`src/rtl/pixel_frame_uart_pkg.sv`:
```
// Shared constants, FSM encoding and frame-length helper for the pixel frame UART.
`timescale 1ns/1ps
package pixel_frame_uart_pkg;

    localparam logic [7:0] HEADER    = 8'hA5;
    localparam int         UART_BITS = 10;

    typedef enum logic [1:0] {
        ST_IDLE,
        ST_LOAD,
        ST_SEND,
        ST_DONE
    } state_t;

    // Header, two bytes per pixel, trailing checksum.
    function automatic int byte_count(input int rows, input int cols);
        return 2 * rows * cols + 2;
    endfunction

endpackage

```
`src/rtl/pixel_frame_uart_if.sv`:
```
// Sample/scan inputs from the readout sequencer and the host-facing UART/status outputs.
`timescale 1ns/1ps
interface pixel_frame_uart_if #(
    parameter int DataW = 12,
    parameter int Rows  = 4,
    parameter int Cols  = 4
);
    logic                      valid_i;
    logic [DataW-1:0]          data_i;
    logic [$clog2(Rows)-1:0]   row_i;
    logic [$clog2(Cols)-1:0]   col_i;
    logic                      eos_i;
    logic                      tx_o;
    logic                      busy_o;
    logic                      overrun_o;
    logic [7:0]                frame_cnt_o;

    modport master (
        output valid_i, data_i, row_i, col_i, eos_i,
        input  tx_o, busy_o, overrun_o, frame_cnt_o
    );

    modport slave (
        input  valid_i, data_i, row_i, col_i, eos_i,
        output tx_o, busy_o, overrun_o, frame_cnt_o
    );
endinterface

```
`src/rtl/pixel_frame_uart_uart_tx_byte.sv`:
```
// 8N1 UART transmitter for a single byte; done_o marks the last cycle of the stop bit.
`timescale 1ns/1ps
module uart_tx_byte
    import pixel_frame_uart_pkg::*;
#(
    parameter int BaudDiv = 868
) (
    input  logic       clk_i,
    input  logic       rst_i,
    input  logic       start_i,
    input  logic [7:0] data_i,
    output logic       tx_o,
    output logic       done_o,
    output logic       busy_o
);
    localparam int              BW        = (BaudDiv > 1) ? $clog2(BaudDiv) : 1;
    localparam logic [BW-1:0]   BAUD_LAST = BW'(BaudDiv - 1);
    localparam logic [3:0]      BIT_LAST  = 4'(UART_BITS - 1);

    logic          busy_reg;
    logic          tx_reg;
    logic [BW-1:0] baud_cnt_reg;
    logic [3:0]    bit_cnt_reg;
    logic [8:0]    shift_reg;
    logic          bit_end;

    assign bit_end = busy_reg && (baud_cnt_reg == BAUD_LAST);

    always_ff @(posedge clk_i or posedge rst_i) begin
        if (rst_i) begin
            busy_reg     <= 1'b0;
            tx_reg       <= 1'b1;
            baud_cnt_reg <= '0;
            bit_cnt_reg  <= '0;
            shift_reg    <= '0;
        end else if (!busy_reg) begin
            if (start_i) begin
                busy_reg     <= 1'b1;
                tx_reg       <= 1'b0;
                shift_reg    <= {1'b1, data_i};
                baud_cnt_reg <= '0;
                bit_cnt_reg  <= '0;
            end
        end else if (bit_end) begin
            baud_cnt_reg <= '0;
            if (bit_cnt_reg == BIT_LAST) begin
                busy_reg <= 1'b0;
                tx_reg   <= 1'b1;
            end else begin
                // Shift register holds data LSB-first followed by the stop bit.
                tx_reg      <= shift_reg[0];
                shift_reg   <= {1'b0, shift_reg[8:1]};
                bit_cnt_reg <= bit_cnt_reg + 4'd1;
            end
        end else begin
            baud_cnt_reg <= baud_cnt_reg + BW'(1);
        end
    end

    assign tx_o   = tx_reg;
    assign busy_o = busy_reg;
    assign done_o = bit_end && (bit_cnt_reg == BIT_LAST);

endmodule

```
`src/rtl/pixel_frame_uart.sv`:
```
// Captures ADC samples into a Rows x Cols buffer and ships the frame over UART on end-of-scan.
`timescale 1ns/1ps
module pixel_frame_uart
    import pixel_frame_uart_pkg::*;
#(
    parameter int         Rows    = 4,
    parameter int         Cols    = 4,
    parameter int         DataW   = 12,
    parameter int         BaudDiv = 868,
    parameter logic [7:0] Header  = HEADER
) (
    input logic               clk_i,
    input logic               rst_i,
    pixel_frame_uart_if.slave bus
);
    localparam int             NPIX     = Rows * Cols;
    localparam int             NBYTES   = byte_count(Rows, Cols);
    localparam int             IW       = $clog2(NBYTES);
    localparam int             AW       = $clog2(NPIX);
    localparam logic [IW-1:0]  LAST_IDX = IW'(NBYTES - 1);

    state_t           state_reg, state_next;
    logic [IW-1:0]    byte_idx_reg;
    logic [7:0]       chk_reg;
    logic [7:0]       frame_cnt_reg;
    logic             overrun_reg;
    logic [DataW-1:0] pix_reg [NPIX];

    logic             wr_en;
    logic [AW-1:0]    wr_addr;
    logic [AW-1:0]    pix_sel;
    logic [15:0]      pix_wide;
    logic [7:0]       tx_byte;
    logic             uart_start, uart_done, uart_busy, uart_tx;

    // Row-major address; power-of-two dimensions make it a plain concatenation.
    assign wr_en   = bus.valid_i && (state_reg == ST_IDLE);
    assign wr_addr = {bus.row_i, bus.col_i};

    always_ff @(posedge clk_i or posedge rst_i) begin
        if (rst_i) begin
            for (int i = 0; i < NPIX; i++) pix_reg[i] <= '0;
        end else if (wr_en) begin
            pix_reg[wr_addr] <= bus.data_i;
        end
    end

    // Byte index 1,3,5.. carries the high byte of pixel (idx-1)/2, even indices the low byte.
    assign pix_sel  = AW'((byte_idx_reg - IW'(1)) >> 1);
    assign pix_wide = 16'(pix_reg[pix_sel]);

    always_comb begin
        tx_byte = byte_idx_reg[0] ? pix_wide[15:8] : pix_wide[7:0];
        if (byte_idx_reg == '0)
            tx_byte = Header;
        else if (byte_idx_reg == LAST_IDX)
            tx_byte = chk_reg;
    end

    always_ff @(posedge clk_i or posedge rst_i) begin
        if (rst_i) state_reg <= ST_IDLE;
        else       state_reg <= state_next;
    end

    always_comb begin
        state_next = state_reg;
        uart_start = 1'b0;
        case (state_reg)
            ST_IDLE: if (bus.eos_i) state_next = ST_LOAD;
            ST_LOAD: begin
                if (!uart_busy) begin
                    uart_start = 1'b1;
                    state_next = ST_SEND;
                end
            end
            ST_SEND: begin
                if (uart_done)
                    state_next = (byte_idx_reg == LAST_IDX) ? ST_DONE : ST_LOAD;
            end
            ST_DONE: state_next = ST_IDLE;
            default: state_next = ST_IDLE;
        endcase
    end

    always_ff @(posedge clk_i or posedge rst_i) begin
        if (rst_i) begin
            byte_idx_reg  <= '0;
            chk_reg       <= '0;
            frame_cnt_reg <= '0;
            overrun_reg   <= 1'b0;
        end else begin
            if (state_reg == ST_IDLE && bus.eos_i) begin
                byte_idx_reg <= '0;
                chk_reg      <= '0;
            end
            // Checksum accumulates pixel bytes as they go out, so it is ready at the last index.
            if (state_reg == ST_LOAD && byte_idx_reg != '0 && byte_idx_reg != LAST_IDX)
                chk_reg <= chk_reg ^ tx_byte;
            if (state_reg == ST_SEND && uart_done && byte_idx_reg != LAST_IDX)
                byte_idx_reg <= byte_idx_reg + IW'(1);
            if (state_reg == ST_DONE)
                frame_cnt_reg <= frame_cnt_reg + 8'd1;
            if (state_reg != ST_IDLE && (bus.valid_i || bus.eos_i))
                overrun_reg <= 1'b1;
        end
    end

    uart_tx_byte #(
        .BaudDiv (BaudDiv)
    ) u_uart (
        .clk_i   (clk_i),
        .rst_i   (rst_i),
        .start_i (uart_start),
        .data_i  (tx_byte),
        .tx_o    (uart_tx),
        .done_o  (uart_done),
        .busy_o  (uart_busy)
    );

    assign bus.tx_o        = uart_tx;
    assign bus.busy_o      = (state_reg != ST_IDLE);
    assign bus.overrun_o   = overrun_reg;
    assign bus.frame_cnt_o = frame_cnt_reg;

endmodule

```
`src/flat_wrapper.sv`:
```
// flat-port wrapper written by rule: the top's interface ports become plain ports
module pixel_frame_uart_flat import pixel_frame_uart_pkg::*;
#(
    parameter int         Rows    = 4,
    parameter int         Cols    = 4,
    parameter int         DataW   = 12,
    parameter int         BaudDiv = 868,
    parameter logic [7:0] Header  = HEADER
)
  (clk_i, rst_i, bus_valid_i, bus_data_i, bus_row_i, bus_col_i, bus_eos_i, bus_tx_o, bus_busy_o, bus_overrun_o, bus_frame_cnt_o);
  pixel_frame_uart_if #(.DataW(DataW), .Rows(Rows), .Cols(Cols)) bus_i ();
  input logic clk_i;
  input logic rst_i;
  input wire logic [$bits(bus_i.valid_i)-1:0] bus_valid_i;
  input wire logic [$bits(bus_i.data_i)-1:0] bus_data_i;
  input wire logic [$bits(bus_i.row_i)-1:0] bus_row_i;
  input wire logic [$bits(bus_i.col_i)-1:0] bus_col_i;
  input wire logic [$bits(bus_i.eos_i)-1:0] bus_eos_i;
  output wire logic [$bits(bus_i.tx_o)-1:0] bus_tx_o;
  output wire logic [$bits(bus_i.busy_o)-1:0] bus_busy_o;
  output wire logic [$bits(bus_i.overrun_o)-1:0] bus_overrun_o;
  output wire logic [$bits(bus_i.frame_cnt_o)-1:0] bus_frame_cnt_o;
  assign bus_i.valid_i = bus_valid_i;
  assign bus_i.data_i = bus_data_i;
  assign bus_i.row_i = bus_row_i;
  assign bus_i.col_i = bus_col_i;
  assign bus_i.eos_i = bus_eos_i;
  assign bus_tx_o = bus_i.tx_o;
  assign bus_busy_o = bus_i.busy_o;
  assign bus_overrun_o = bus_i.overrun_o;
  assign bus_frame_cnt_o = bus_i.frame_cnt_o;
  pixel_frame_uart #(.Rows(Rows), .Cols(Cols), .DataW(DataW), .BaudDiv(BaudDiv), .Header(Header)) u_core (.clk_i(clk_i), .rst_i(rst_i), .bus(bus_i));
endmodule
```
`config.mk`:
```
export PLATFORM = sky130hd
export DESIGN_NAME = pixel_frame_uart_flat
export DESIGN_NICKNAME = d
export VERILOG_FILES = /design/src/rtl/pixel_frame_uart_pkg.sv /design/src/rtl/pixel_frame_uart_if.sv /design/src/rtl/pixel_frame_uart_uart_tx_byte.sv /design/src/rtl/pixel_frame_uart.sv /design/src/flat_wrapper.sv
export SDC_FILE = /design/constraint.sdc
export NUM_CORES = 1
export LEC_CHECK = 0
export CORE_ASPECT_RATIO = 0.7
export CORE_MARGIN = 2
export CORE_UTILIZATION = 30
export CTS_CLUSTER_DIAMETER = 80
export DETAILED_ROUTE_END_ITERATION = 7
export HOLD_SLACK_MARGIN = 0.03
export PLACE_DENSITY = 0.44
export SYNTH_ARGS = -nofsm -noshare
export SYNTH_HDL_FRONTEND = slang
export SYNTH_SLANG_ARGS = --single-unit
export TNS_END_PERCENT = 10
```
`constraint.sdc`:
```
create_clock -name clk_i -period 6.75 [get_ports clk_i]
set_input_delay 0.675 -clock clk_i [delete_from_list [all_inputs] [get_ports clk_i]]
set_output_delay 0.675 -clock clk_i [all_outputs]
set_load 0.005 [all_outputs]
```
==> run metrics <==
DRC viols=0; CP max FO=16; status=completed; leakage=6.084 nW; Die Ht=168.0 um; Total Routing Usage GR=16.64%; Max Cap Violations=0; TritonRoute pass-1 iters=7; commonest cells after routing, fill and taps aside=241 x dfrtp_1, 198 x mux2_2, 66 x nand2_1; DR vias=approximately 7,300; I/O Buffers=30; total CTS buffers=27; First DRT Iteration DRCs=588; worst hold-check path type=reg2reg; number of H-tree levels=1; unrepaired setup endpoints after global routing=no; clk_skew=0.02353 ns; Period minus WS final=3.945 ns; Post-Synthesis Cell Area=0.01153 mm2; reg-to-reg endpoint=u_core.u_uart.shift_reg[3]; P per Cell Area=approximately 220 mW/mm2; Synth Net Count=901; post-CTS setup buffer count=0; worst r2r src=u_core.byte_idx_reg[0]; grt ovf=0; Post-Synthesis Cells=873; Avg Cell Area, Syn=13.21 um2; Synth Warn #=0; Largest register FFs=192; register clock-pin slew on the reported worst setup and hold paths=0.06 ns; clk buf depth=3; worst reg-to-reg path cell count=10; Detail Placement HPWL=20,670 um; CTS tree=built; Die W=238.3 um; Setup WS post-layout=2.805 ns; I/O pin total=31; share of layout cells above drive strength 1=34.35%; Resized cells post-CTS=0; Layout area overhead=14.45%; final estimated routing congestion in global placement=0.7964; Critical Path Start Type=flip-flop; dominant synthesized flop cell=dfrtp_1; most common cell after layout, fill and taps aside=dfrtp_1; Die Area=approximately 0.040 mm2; hold buffer count at CTS=0; Via density=a little over 5; Worst Setup Path Type=reg2reg; placed insts=about 1,400; Async SR Flop Fraction=100.0%; Tot Pwr=0.002894 W; Initial Util=30.24%; crit path to=u_core.u_uart.shift_reg[3]; DRT Wirelength=32,530 um; Critical Path Start=u_core.byte_idx_reg[0]; clk root buf=clkbuf_16; worst endpoint data arrival time=roughly 4.4 ns; Routed Antenna Nets=0; crit end category=flip-flop; Clock Sinks=242; pin count of the biggest net entering global routing=128; worst slew pin tran=1.173 ns; num rows=60; synth unique cells=67; FF+latch count, synth=242; fin nets=just over 900; Final setup viols=0; final hold vios=0; Fmax achieved=253.5 MHz; Pins Over Slew Limit=0; sequential fraction of the synthesis area=52.52%; VDD IR max=approximately 0.17 mV; first-pass GRT wire length=49,930 um; vias in the first global route=7,325; Non-Filler Instances=1,413; DR WL/cell=23.02 um; Ant. Diodes=0; setup TNS=0 ns; Core Footprint=0.03814 mm2; Post-synth EDFFs=0; relative slew slack=21.62%; worst slack, placed=between 2 and 3 ns; WHS=0.4746 ns; flop2flop setup slack=2.80 ns; CP required=7.17 ns; Period Utilization, post-route=58.45%; worst skew pair latency=0.55 ns; antenna violations before repair=0
==> per-layer routing <==
metal	track usage (%)	wire, um
met5	0	0
met4	2.663	434
met3	3.509	1740
met2	21.69	12490
met1	27.77	17870
==> logic make-up after synthesis <==
kind of cell	Yosys count	synth area share, %
adders and majority gates	8	0.8680
AOI/OAI and AO/OA	90	5.338
xor gates and xnor gates	16	1.508
buffers and inverters	62	2.365
muxes	260	28.76
DFF	242	52.52
and+or+nand+nor	195	8.636
==> cell usage after synthesis, types with 8 or more instances <==
library cell	number	area share (%)
a21oi_1	8	0.35
buf_2	8	0.35
clkbuf_1	39	1.3
dfrtp_1	241	52
ha_1	8	0.87
mux2_2	198	19
mux2i_1	25	2.2
mux4_2	36	7.0
nand2_1	66	2.1
nand2b_1	10	0.54
nand3_1	25	1.1
nand4_1	8	0.43
nor2_1	41	1.3
nor2b_1	10	0.54
nor3_1	10	0.43
o21ai_0	25	1.1
o21ai_1	8	0.35
==> critical path, cell delays in order (launching register included) <==
cell     delay, ns
dfrtp_1       0.67
inv_1         0.23
ha_1          0.38
xor2_4        0.69
buf_4         0.34
mux4_2        0.51
mux2i_1       0.22
o21ai_0       0.12
a31oi_1       0.29
nor3_1        0.10
a221o_1       0.27
==> how the worst min path moves through the flow <==
stage          slack, ns                         to  cells after the start                      start
6_report            0.47  u_core.bus.frame_cnt_o[7]                      1  u_core.bus.frame_cnt_o[7]
5_1_grt             0.50  u_core.bus.frame_cnt_o[7]                      1  u_core.bus.frame_cnt_o[7]
4_1_cts             0.48          u_core.chk_reg[0]                      1          u_core.chk_reg[0]
3_5_place_dp        0.47          u_core.chk_reg[0]                      1          u_core.chk_reg[0]
3_3_place_gp        0.46  u_core.bus.frame_cnt_o[7]                      1  u_core.bus.frame_cnt_o[7]
2_1_floorplan       0.44          u_core.chk_reg[6]                      1          u_core.chk_reg[6]
==> layout make-up <==
cell class,instances,area (um2)
tap,496,620.6
sequential,242,6057
fill,3787,24940
multi-input combinational,569,5226
clock inverter,11,62.56
inverter,8,33.78
clock buffer,39,750.7
timing repair buffer,48,447.9
==> stage by stage <==
step / instance area [um2] / util, %
6_report: 13200 / 34.61
5_1_grt: 13200 / 34.61
4_1_cts: 13200 / 34.61
3_5_place_dp: 12390 / 32.48
3_3_place_gp: 12390 / 32.48
2_1_floorplan: 11540 / -
==> report_power, final <==
part           leakage, nW  internal [W]  switching, W
Combinational         2.39     0.0000137     0.0000504
Clock                0.409      0.000773      0.000606
Sequential            3.28       0.00145             0
Total                 6.08       0.00224      0.000656
No activity file was read; power rests on OpenSTA's default activity.
